===== src/rtl/web0_wake_pkg.sv =====
`default_nettype none
// =============================================================================
// web0_wake_pkg : shared types and constants for the web0 wake-event logic
// Revision      : 1.0
// =============================================================================
package web0_wake_pkg;

   localparam int WEB_NUM_WAKE = 64;

   typedef enum logic [1:0] {
      EDGE_OFF  = 2'b00,
      EDGE_RISE = 2'b01,
      EDGE_FALL = 2'b10,
      EDGE_BOTH = 2'b11
   } edge_sel_e;

   typedef enum logic [1:0] {
      ST_ACTIVE = 2'b00,
      ST_ENTER  = 2'b01,
      ST_SLEEP  = 2'b10,
      ST_EXIT   = 2'b11
   } web_state_e;

   // True when the transition prev->cur matches the selected edge type.
   function automatic logic edge_hit(input edge_sel_e sel, input logic cur, input logic prev);
      logic rise;
      logic fall;
      rise = cur & ~prev;
      fall = ~cur & prev;
      case (sel)
         EDGE_RISE: edge_hit = rise;
         EDGE_FALL: edge_hit = fall;
         EDGE_BOTH: edge_hit = rise | fall;
         default:   edge_hit = 1'b0;
      endcase
   endfunction

endpackage : web0_wake_pkg
`default_nettype wire


===== src/rtl/web0_edge_det.sv =====
`default_nettype none
// =============================================================================
// web0_edge_det : synchroniser + previous-value flop + selectable edge detect
// Revision      : 1.0
// =============================================================================
module web0_edge_det
   import web0_wake_pkg::*;
#(
   parameter int SYNC_STAGES = 2,
   parameter bit BYPASS_SYNC = 1'b0
) (
   input  logic       clk,
   input  logic       rst,
   input  logic       i_async,
   input  logic [1:0] i_edge_sel,
   input  logic       i_armed,
   output logic       o_d,
   output logic       o_enb
);

   localparam int SYNC_DEPTH = BYPASS_SYNC ? 0 : SYNC_STAGES;

   logic w_cur;
   logic w_hit;
   logic r_prev;
   logic r_pulse;

   generate
      if (SYNC_DEPTH == 0) begin : g_bypass
         assign w_cur = i_async;
      end else begin : g_sync
         logic [SYNC_DEPTH-1:0] r_sync;

         always_ff @(posedge clk or posedge rst) begin
            if (rst) begin
               r_sync <= '0;
            end else begin
               r_sync <= {r_sync[SYNC_DEPTH-2:0], i_async};
            end
         end

         assign w_cur = r_sync[SYNC_DEPTH-1];
      end
   endgenerate

   assign w_hit = edge_hit(edge_sel_e'(i_edge_sel), w_cur, r_prev);

   // prev keeps tracking while disarmed so the first armed cycle sees no stale edge.
   always_ff @(posedge clk or posedge rst) begin
      if (rst) begin
         r_prev  <= 1'b0;
         r_pulse <= 1'b0;
      end else begin
         r_prev  <= w_cur;
         r_pulse <= w_hit & i_armed;
      end
   end

   // Hardware only ever sets event bits, so data and enable are the same pulse.
   assign o_d   = r_pulse;
   assign o_enb = r_pulse;

endmodule : web0_edge_det
`default_nettype wire


===== src/rtl/web0_wake_event_detect.sv =====
`default_nettype none
// =============================================================================
// web0_wake_event_detect : wake/side-band edge detection into the web0 event
//                          register plus low-power entry/exit handshake FSM
// Revision               : 1.0
// =============================================================================
module web0_wake_event_detect
   import web0_wake_pkg::*;
#(
   parameter int NUM_WAKE    = WEB_NUM_WAKE,
   parameter int SYNC_STAGES = 2
) (
   input  logic                clk,
   input  logic                rst,

   input  logic [NUM_WAKE-1:0] wake_in,
   input  logic                low_pwr_in,
   input  logic                suppress_in,
   input  logic                epu_en_in,

   input  logic [1:0]          activate_low_pwr_edge_q,
   input  logic [1:0]          event_suppress_edge_q,
   input  logic [1:0]          wake_now_edge_q,
   input  logic [1:0]          epu_enable_edge_q,
   input  logic [NUM_WAKE-1:0] wake_enable_q,
   input  logic [NUM_WAKE-1:0] input_invert_q,

   input  logic                activate_low_pwr_q,
   input  logic                event_suppress_q,
   input  logic                wake_now_q,
   input  logic                epu_enable_q,

   output logic                activate_low_pwr_d,
   output logic                activate_low_pwr_enb,
   output logic                event_suppress_d,
   output logic                event_suppress_enb,
   output logic                wake_now_d,
   output logic                wake_now_enb,
   output logic                epu_enable_d,
   output logic                epu_enable_enb,

   output logic                lp_req,
   input  logic                lp_ack,
   output logic                wake_req,
   input  logic                wake_ack,
   output logic                wake_level,
   output logic [1:0]          fsm_state
);

   localparam int ARM_CYCLES = SYNC_STAGES + 1;
   localparam int ARM_W      = $clog2(ARM_CYCLES + 1);

   // -------------------------------------------------------------------------
   // Post-reset arming window
   // -------------------------------------------------------------------------
   logic [ARM_W-1:0] r_arm_cnt;
   logic             w_armed;

   assign w_armed = (r_arm_cnt == ARM_W'(ARM_CYCLES));

   always_ff @(posedge clk or posedge rst) begin
      if (rst) begin
         r_arm_cnt <= '0;
      end else if (!w_armed) begin
         r_arm_cnt <= r_arm_cnt + ARM_W'(1);
      end
   end

   // -------------------------------------------------------------------------
   // Per-bit wake synchronisers, then invert/enable qualification
   // -------------------------------------------------------------------------
   logic [SYNC_STAGES-1:0][NUM_WAKE-1:0] r_wake_sync;
   logic [NUM_WAKE-1:0]                  w_qualified;
   logic                                 w_wake_src;
   logic                                 r_wake_level;

   always_ff @(posedge clk or posedge rst) begin
      if (rst) begin
         r_wake_sync <= '0;
      end else begin
         r_wake_sync[0] <= wake_in;
         for (int s = 1; s < SYNC_STAGES; s++) begin
            r_wake_sync[s] <= r_wake_sync[s-1];
         end
      end
   end

   assign w_qualified = (r_wake_sync[SYNC_STAGES-1] ^ input_invert_q) & wake_enable_q;
   assign w_wake_src  = |w_qualified;

   always_ff @(posedge clk or posedge rst) begin
      if (rst) begin
         r_wake_level <= 1'b0;
      end else begin
         r_wake_level <= w_wake_src;
      end
   end

   assign wake_level = r_wake_level;

   // -------------------------------------------------------------------------
   // Edge detectors, one per event-register bit
   // -------------------------------------------------------------------------
   web0_edge_det #(
      .SYNC_STAGES (SYNC_STAGES),
      .BYPASS_SYNC (1'b0)
   ) u_activate_low_pwr (
      .clk        (clk),
      .rst        (rst),
      .i_async    (low_pwr_in),
      .i_edge_sel (activate_low_pwr_edge_q),
      .i_armed    (w_armed),
      .o_d        (activate_low_pwr_d),
      .o_enb      (activate_low_pwr_enb)
   );

   web0_edge_det #(
      .SYNC_STAGES (SYNC_STAGES),
      .BYPASS_SYNC (1'b0)
   ) u_event_suppress (
      .clk        (clk),
      .rst        (rst),
      .i_async    (suppress_in),
      .i_edge_sel (event_suppress_edge_q),
      .i_armed    (w_armed),
      .o_d        (event_suppress_d),
      .o_enb      (event_suppress_enb)
   );

   // Wake source is already synchronised bit-by-bit above.
   web0_edge_det #(
      .SYNC_STAGES (SYNC_STAGES),
      .BYPASS_SYNC (1'b1)
   ) u_wake_now (
      .clk        (clk),
      .rst        (rst),
      .i_async    (w_wake_src),
      .i_edge_sel (wake_now_edge_q),
      .i_armed    (w_armed),
      .o_d        (wake_now_d),
      .o_enb      (wake_now_enb)
   );

   web0_edge_det #(
      .SYNC_STAGES (SYNC_STAGES),
      .BYPASS_SYNC (1'b0)
   ) u_epu_enable (
      .clk        (clk),
      .rst        (rst),
      .i_async    (epu_en_in),
      .i_edge_sel (epu_enable_edge_q),
      .i_armed    (w_armed),
      .o_d        (epu_enable_d),
      .o_enb      (epu_enable_enb)
   );

   // -------------------------------------------------------------------------
   // Low-power entry/exit handshake FSM
   // -------------------------------------------------------------------------
   web_state_e r_state;
   web_state_e w_state_next;
   logic       r_lp_req;
   logic       r_wake_req;
   logic       w_lp_req_next;
   logic       w_wake_req_next;

   always_ff @(posedge clk or posedge rst) begin
      if (rst) begin
         r_state    <= ST_ACTIVE;
         r_lp_req   <= 1'b0;
         r_wake_req <= 1'b0;
      end else begin
         r_state    <= w_state_next;
         r_lp_req   <= w_lp_req_next;
         r_wake_req <= w_wake_req_next;
      end
   end

   always_comb begin
      w_state_next = r_state;
      case (r_state)
         ST_ACTIVE: begin
            if (activate_low_pwr_q && epu_enable_q) begin
               w_state_next = ST_ENTER;
            end
         end
         // Once issued, the entry request stays up until acknowledged.
         ST_ENTER: begin
            if (lp_ack) begin
               w_state_next = ST_SLEEP;
            end
         end
         ST_SLEEP: begin
            if (wake_now_q && !event_suppress_q) begin
               w_state_next = ST_EXIT;
            end
         end
         ST_EXIT: begin
            if (wake_ack) begin
               w_state_next = ST_ACTIVE;
            end
         end
         default: w_state_next = ST_ACTIVE;
      endcase
      w_lp_req_next   = (w_state_next == ST_ENTER);
      w_wake_req_next = (w_state_next == ST_EXIT);
   end

   assign lp_req    = r_lp_req;
   assign wake_req  = r_wake_req;
   assign fsm_state = r_state;

endmodule : web0_wake_event_detect
`default_nettype wire


===== config.mk =====
export PLATFORM = sky130hd
export DESIGN_NAME = web0_wake_event_detect
export DESIGN_NICKNAME = d
export VERILOG_FILES = /design/src/rtl/web0_wake_pkg.sv /design/src/rtl/web0_edge_det.sv /design/src/rtl/web0_wake_event_detect.sv
export SDC_FILE = /design/constraint.sdc
export NUM_CORES = 1
export LEC_CHECK = 0
export BUFFER_PORTS_ARGS = -buffer_cell sky130_fd_sc_hd__clkbuf_2
export CORE_UTILIZATION = 48
export CTS_BUF_LIST = sky130_fd_sc_hd__clkbuf_8
export DETAILED_ROUTE_END_ITERATION = 7
export PLACE_DENSITY_LB_ADDON = 0.12
export SLEW_MARGIN = 20
export SYNTH_ARGS = -nofsm -noshare
export SYNTH_HDL_FRONTEND = slang
export SYNTH_HIERARCHICAL = 1
export SYNTH_SLANG_ARGS = --single-unit

===== constraint.sdc =====
create_clock -name clk -period 4.9 [get_ports clk]
set_input_delay 0.245 -clock clk [delete_from_list [all_inputs] [get_ports clk]]
set_output_delay 0.245 -clock clk [all_outputs]
set_load 0.005 [all_outputs]

==> run metrics, run 1 <==
Die X=104 um; via/cell ratio=4.55; clock share of power=38.7%; Max-Cap Viols=0; Crit Path Max Fanout=4; max frequency=0.392 GHz; # port buffers=roughly 220; Worst-path clk slew=about 80 ps; Final WS setup=about 2400 ps; CTS tree=built; Final Critical Period=around 2500 ps; TNS Setup=0 ps; antenna violations before repair=0; share of flip-flops with an asynchronous set or reset=100%; Internal=2070 uW; Layout fillers=approximately 650; Ant. Diodes=0; Clock Skew=9.15 ps; Final Instance Area=0.00739 sq mm; sequential share of the synthesized area=74.8%; worst-margin pin slew=between 600 and 700 ps; Syn Area/Cell=15.9 sq um; via count=3493; WP data arrival=2860 ps; Startpoint Class=flop; WL/cell=14.1 um; # IOs=224; most common cell in the synthesized netlist=dfrtp_1; total power draw=approximately 2600 uW; final hold viol count=0; HPWL Detailed=7500 um; number of DRC markers in iteration 0=roughly 130; synthesis-stage register bit count=149; DRC violations left=0; Num CTS Buffers=17; Final ANT Viol Nets=0; die area=~0.011 sq mm; Worst Path Required=5210 ps; syn_nets=533; Layout area overhead=48.3%; cell count after synthesis=between 300 and 400; Slew headroom=53.8%; post-synth top area cell=dfrtp_1; yosys warns=6; Core Footprint=0.00991 sq mm; Yosys cell types=20; CTS max path bufs=2; Worst setup EP type=flop; Die Height=between 100 and 150 um; sw frac=between 20% and 30%; Yosys top cell area share=between 70% and 80%; final net count=around 840; top cells by area, synth=dfrtp_1, xor2_1, a22oi_1; first-pass GRT wire length=17800 um; post_cts resized=0; Lkg Pwr=0.00379 uW; 1st-pass router iterations=4; root buffer cell=clkbuf_8; Fin Hold WS=22.1 ps; Comb pwr share=a little over a tenth; Final Setup Violations=0; gr usage total=22.0%; CP Class=flop to flop; Tcrit/Tclk final=52.0%; Primary FF master, synth=dfrtp_1; Post-synth EDFFs=0; GPL Wtd Cong=0.775; Max rail drop VDD=0.000223 V; Rows=36; HP Class=input pin to flop; Cell Area, Placed=roughly 0.0062 sq mm; Post-Route WL=10800 um; Commonest cells post-synth=dfrtp_1, xor2_1, a22oi_1; RSZ-0062 raised after global routing=false; outcome=completed; pre-CTS setup slack=2390 ps; Pwr Density=~360 mW/mm^2; Mapped Area=between 0.004 and 0.005 sq mm; worst-skew pair later-pin latency=420 ps; global route overflow=0; Initial Util=50.3%; Seq pwr share=slightly above 50%; Sink Count=149; largest net degree at the start of global routing=79; layout cells sized above 1=about two fifths; Max H-tree Level=4; Max Slew Vio Count=0; vias in the first global route=3941; Switch Pwr=567 uW
-- timing repair --
action                                 4_1_cts  5_1_grt
hold buffers                                70        0
setup buffers                                0        0
endpoints found under the hold margin       83        0
-- state kept, by name, indices dropped and copies added (netlist names), 2 cells and up --
| name | cells |
|---|---|
| r_arm_cnt | 2 |
| u_event_suppress/g_sync.r_sync | 2 |
| fsm_state | 2 |
| r_wake_sync | 128 |
| u_epu_enable/g_sync.r_sync | 2 |
| u_activate_low_pwr/g_sync.r_sync | 2 |
-- cells in the final DEF, fill, tap and decap left out, types with 6 or more instances in the layout --
cell type,count
nand4_1,8
dlygate4sd3_1,70
ha_1,9
xor2_1,64
nand2b_1,9
a22oi_1,32
clkbuf_8,21
clkbuf_2,223
inv_1,18
dfrtp_1,149
a21oi_1,6
-- cell type report --
| type | count | area [sq um] | area share, % |
|---|---|---|---|
| Inverter | 17 | 68.8 | 0.931 |
| Sequential cell | 149 | 3730 | 50.4 |
| Timing Repair Buffer | 294 | 1820 | 24.7 |
| Clock buffer | 21 | 289 | 3.91 |
| Clock inverter | 10 | 154 | 2.08 |
| Tap cell | 133 | 166 | 2.25 |
| Multi-Input combinational cell | 143 | 1160 | 15.7 |
-- cell families after synthesis --
kind of cell               Yosys count  share of synthesized area, %
AOI/OAI and AO/OA                   44                          6.40
xor gates and xnor gates            65                          11.4
adders and majority gates            9                          2.26
buffers and inverters               21                          1.88
DFF                                149                          74.8
muxes                                1                         0.226
and+or+nand+nor                     24                          3.01
-- metrics by stage --
step / std cells / util, %
floorplan: 313 / -
finish: 767 / 74.6
CTS: 767 / 74.6
global placement: 666 / 63.1
detailed placement: 666 / 63.1
global route: 767 / 74.6
-- routing by layer --
metal | vias to the layer above | share of wire, % | GRT usage, %
li1 | 1664 | - | -
met1 | 1660 | 39 | 24.0
met2 | 145 | 52 | 38.7
met3 | 24 | 6.1 | 6.95
met4 | 0 | 2.7 | 10.6
met5 | - | 0 | 0
-- power by group through the flow --
stage | registers, uW | logic [uW] | clock network (uW)
after floorplan | 1360 | 103 | 0
after global placement | 1360 | 225 | 0
after detailed placement | 1360 | 231 | 0
after CTS | 1340 | 277 | 1050
after global routing | 1350 | 308 | 1100
final | 1340 | 276 | 1020
-- worst max-delay path: stages, from the launching register on --
cell and delay (ps):
dfrtp_1 400, xor2_1 150, a22oi_1 220, nand4_1 160, nor4_1 550, nand2_1 210
inv_1 90, ha_1 220, nand2b_1 150, a311oi_1 280
-- final timing paths --
path,start,endpoint,slack (ps),depth (start not counted)
max,r_wake_sync[126],u_wake_now/o_d,2350,9
min,wake_ack,fsm_state[1],20,2
max reg2reg,r_wake_sync[126],u_wake_now/o_d,2350,9
min reg2reg,r_wake_sync[3],r_wake_sync[67],340,0
max in group asynchronous,rst,r_wake_sync[109],3170,4
min in group asynchronous,rst,u_wake_now/r_prev,330,3
Power figures use the tool's default switching activity.
==> inputs of run 2 (changes only) <==
ABC_AREA = 1   (was default)
CORE_UTILIZATION = 50   (was 48)
clock period = 2.5 ns   (was 4.9 ns; I/O delays follow)
==> run metrics, run 2 <==
final net count=1124 (+33%); R2R Path End=u_event_suppress/o_d; most frequent cells in the layout=clkbuf_2, nand2_1, dfrtp_1, nor2_1, inv_1; Layout area overhead=44.2%; Switch Pwr=1230 uW (+120%); Worst setup EP type=flop; Worst-path clk slew=70 ps (about the same); most common cell after layout, fill and taps aside=clkbuf_2; sequential share of the synthesized area=67.4% (-7.4 points); max reg flops=128 (unchanged); Die Height=107 um (+3.1%); Yosys top cell area share=67.4% (-7.4 points); 1st-pass router iterations=6 (+2); number of DRC markers in iteration 0=226 (+71%); Startpoint Class=flop; clock share of power=31.8% (-6.9 points); CTS tree=built; layout cells sized above 1=28.9% (-11 points); most common cell in the synthesized netlist=nand2_1; HPWL Detailed=8990 um (+20%); Internal=3570 uW (+72%); CP Class=flop to flop; gr usage total=23.6% (+1.7 points); WP data arrival=2520 ps (-340 ps); TNS Setup=0 ps (unchanged); CP max stage delay=560 ps (about the same); final hold viol count=0 (unchanged); sw frac=25.6% (+4.1 points); hold path depth=5 (+3); DRC violations left=0 (unchanged); Syn Area/Cell=9.50 sq um (-40%); Cell Area, Placed=0.00682 sq mm (+9.1%); FF-to-FF Start=u_event_suppress/g_sync.r_sync[1]; Ant. Diodes=0 (unchanged); die area=0.0115 sq mm (+6.4%); share of flip-flops with an asynchronous set or reset=100% (unchanged); Final Setup Violations=0 (unchanged); Worst Path Required=2810 ps (-2400 ps); Comb pwr share=13.2% (+2.7 points); Final Instance Area=0.00797 sq mm (+7.9%); depth of the worst register-to-register path=8 (-1); RSZ-0062 raised after global routing=false; Core Footprint=0.0108 sq mm (+8.9%); antenna violations before repair=0 (unchanged); first-pass GRT wire length=20400 um (+15%); Max Slew Vio Count=0 (unchanged); Initial Util=51.2% (+0.93 points); worst-skew pair later-pin latency=430 ps (about the same); Mapped Area=0.00553 sq mm (+11%); CTS max path bufs=2 (unchanged); global route overflow=0 (unchanged); cell count after synthesis=582 (+86%); Pwr Density=601 mW/mm^2 (+69%); WL/cell=12.0 um (-15%); via/cell ratio=4.51 (-0.96%); Crit Path Max Fanout=3 (-1); Yosys cell types=15 (-25%); # IOs=224 (unchanged); Clock Skew=8.92 ps (-0.229 ps); max frequency=0.454 GHz (+16%); Final Critical Period=2200 ps (-347 ps); via count=4763 (+36%); yosys warns=6 (unchanged); synthesis-stage register bit count=149 (unchanged); Tcrit/Tclk final=88.1% (+36 points); Final ANT Viol Nets=0 (unchanged); vias in the first global route=5015 (+27%); Primary FF master, synth=dfrtp_1; CP max stage cell=dlygate4sd3_1; Max rail drop VDD=0.000529 V (+140%); root buffer cell=clkbuf_8; Num CTS Buffers=17 (unchanged); # port buffers=223 (unchanged); Max-Cap Viols=0 (unchanged); HP Start=activate_low_pwr_edge_q[0]; Seq pwr share=54.9% (+4.1 points); largest net degree at the start of global routing=74 (-6.3%); Max H-tree Level=4 (unchanged); crit-path cells=ha_1 -> inv_1 -> nand2_1 -> nand2_1 -> nor2_1 -> dlygate4sd3_1 -> nor2_1 -> dlygate4sd3_1; Post-Route WL=12700 um (+18%); HP Class=input pin to flop; Top reg by flops=r_wake_sync; worst-margin pin slew=747 ps (+54.0 ps); r2r setup slk=300 ps (-2050 ps); total power draw=4800 uW (+82%); Layout fillers=739 (+13%); Slew headroom=50.2% (-3.6 points); outcome=completed; Commonest cells post-synth=nand2_1, dfrtp_1, nor2_1; Lkg Pwr=0.00449 uW (+19%); Rows=38 (+5.6%); Hold Path End=u_activate_low_pwr/o_d; post-synth top area cell=dfrtp_1; Post-synth EDFFs=0 (unchanged); syn_nets=802 (+50%); GPL Wtd Cong=0.780 (+0.65%); top cells by area, synth=dfrtp_1, nand2_1, nor2_1; Sink Count=149 (unchanged); Die X=107 um (+3.1%)
## run 2: layout make-up
type,instances,area [sq um],area share [%]
clock buffers,17,234,2.93
well taps,140,175,2.20
flip-flops and latches,149,3730,46.8
clock inverters,14,92.6,1.16
multi-input cells,331,1410,17.7
inverters,98,372,4.66
repair buffers,307,1960,24.6
## run 2: timing repair
action	CTS	global route
resized for setup	0	5
setup buffers	0	2
endpoints found under the hold margin	161	0
hold buffers	81	0
endpoints found under the setup margin	0	1
## run 2: worst max-delay path: cells and delay by family (launching register included)
family | cells | cell delay [ps]
simple gates | 4 | 260
flops | 1 | 400
buf+inv | 3 | 1150
fa+ha+maj | 1 | 280
## run 2: logic make-up after synthesis
logic type	after synthesis	share of synthesized area [%]
AND/OR/NAND/NOR	315	22.4
adder cells (fa/ha/maj)	9	2.04
buffers and inverters	102	7.20
multiplexers	1	0.204
AO/OA/AOI/OAI	5	0.543
flip-flops	149	67.4
XOR/XNOR	1	0.158
## run 2: per-stage QoR
stage	std cells	util [%]	setup WS (ps)	hold slack, ps
3_5_place_dp	943	63.2	655	61.3
2_1_floorplan	582	-	696	-134
5_1_grt	1056	73.9	225	24.5
3_3_place_gp	943	63.2	680	61.7
6_report	1056	73.9	298	32.4
4_1_cts	1055	73.7	77.2	2.96
## run 2: worst max-delay path by stage
stage | from | to | depth (start not counted)
final | u_event_suppress/g_sync.r_sync[1] | u_event_suppress/o_d | 8
after global routing | u_event_suppress/r_prev | u_event_suppress/o_d | 9
after CTS | r_wake_sync[97] | u_wake_now/o_d | 15
after detailed placement | r_wake_sync[97] | u_wake_now/o_d | 14
after global placement | r_wake_sync[97] | u_wake_now/o_d | 14
after floorplan | rst | fsm_state[0] | 1
## run 2: power groups by stage
stage               Sequential, uW  Clock, uW  Combinational (uW)
floorplan                     2660          0                 246
global placement              2670          0                 492
detailed placement            2680          0                 518
CTS                           2630       1580                 630
global route                  2650       1680                 718
finish                        2630       1530                 634
## run 2: per-layer routing
layer	global-route usage [%]	vias up	wire length, um
met3	7.96	37	943
li1	-	2364	-
met5	0	-	0
met1	23.3	2192	4530
met4	12.2	0	411
met2	43.6	170	6820
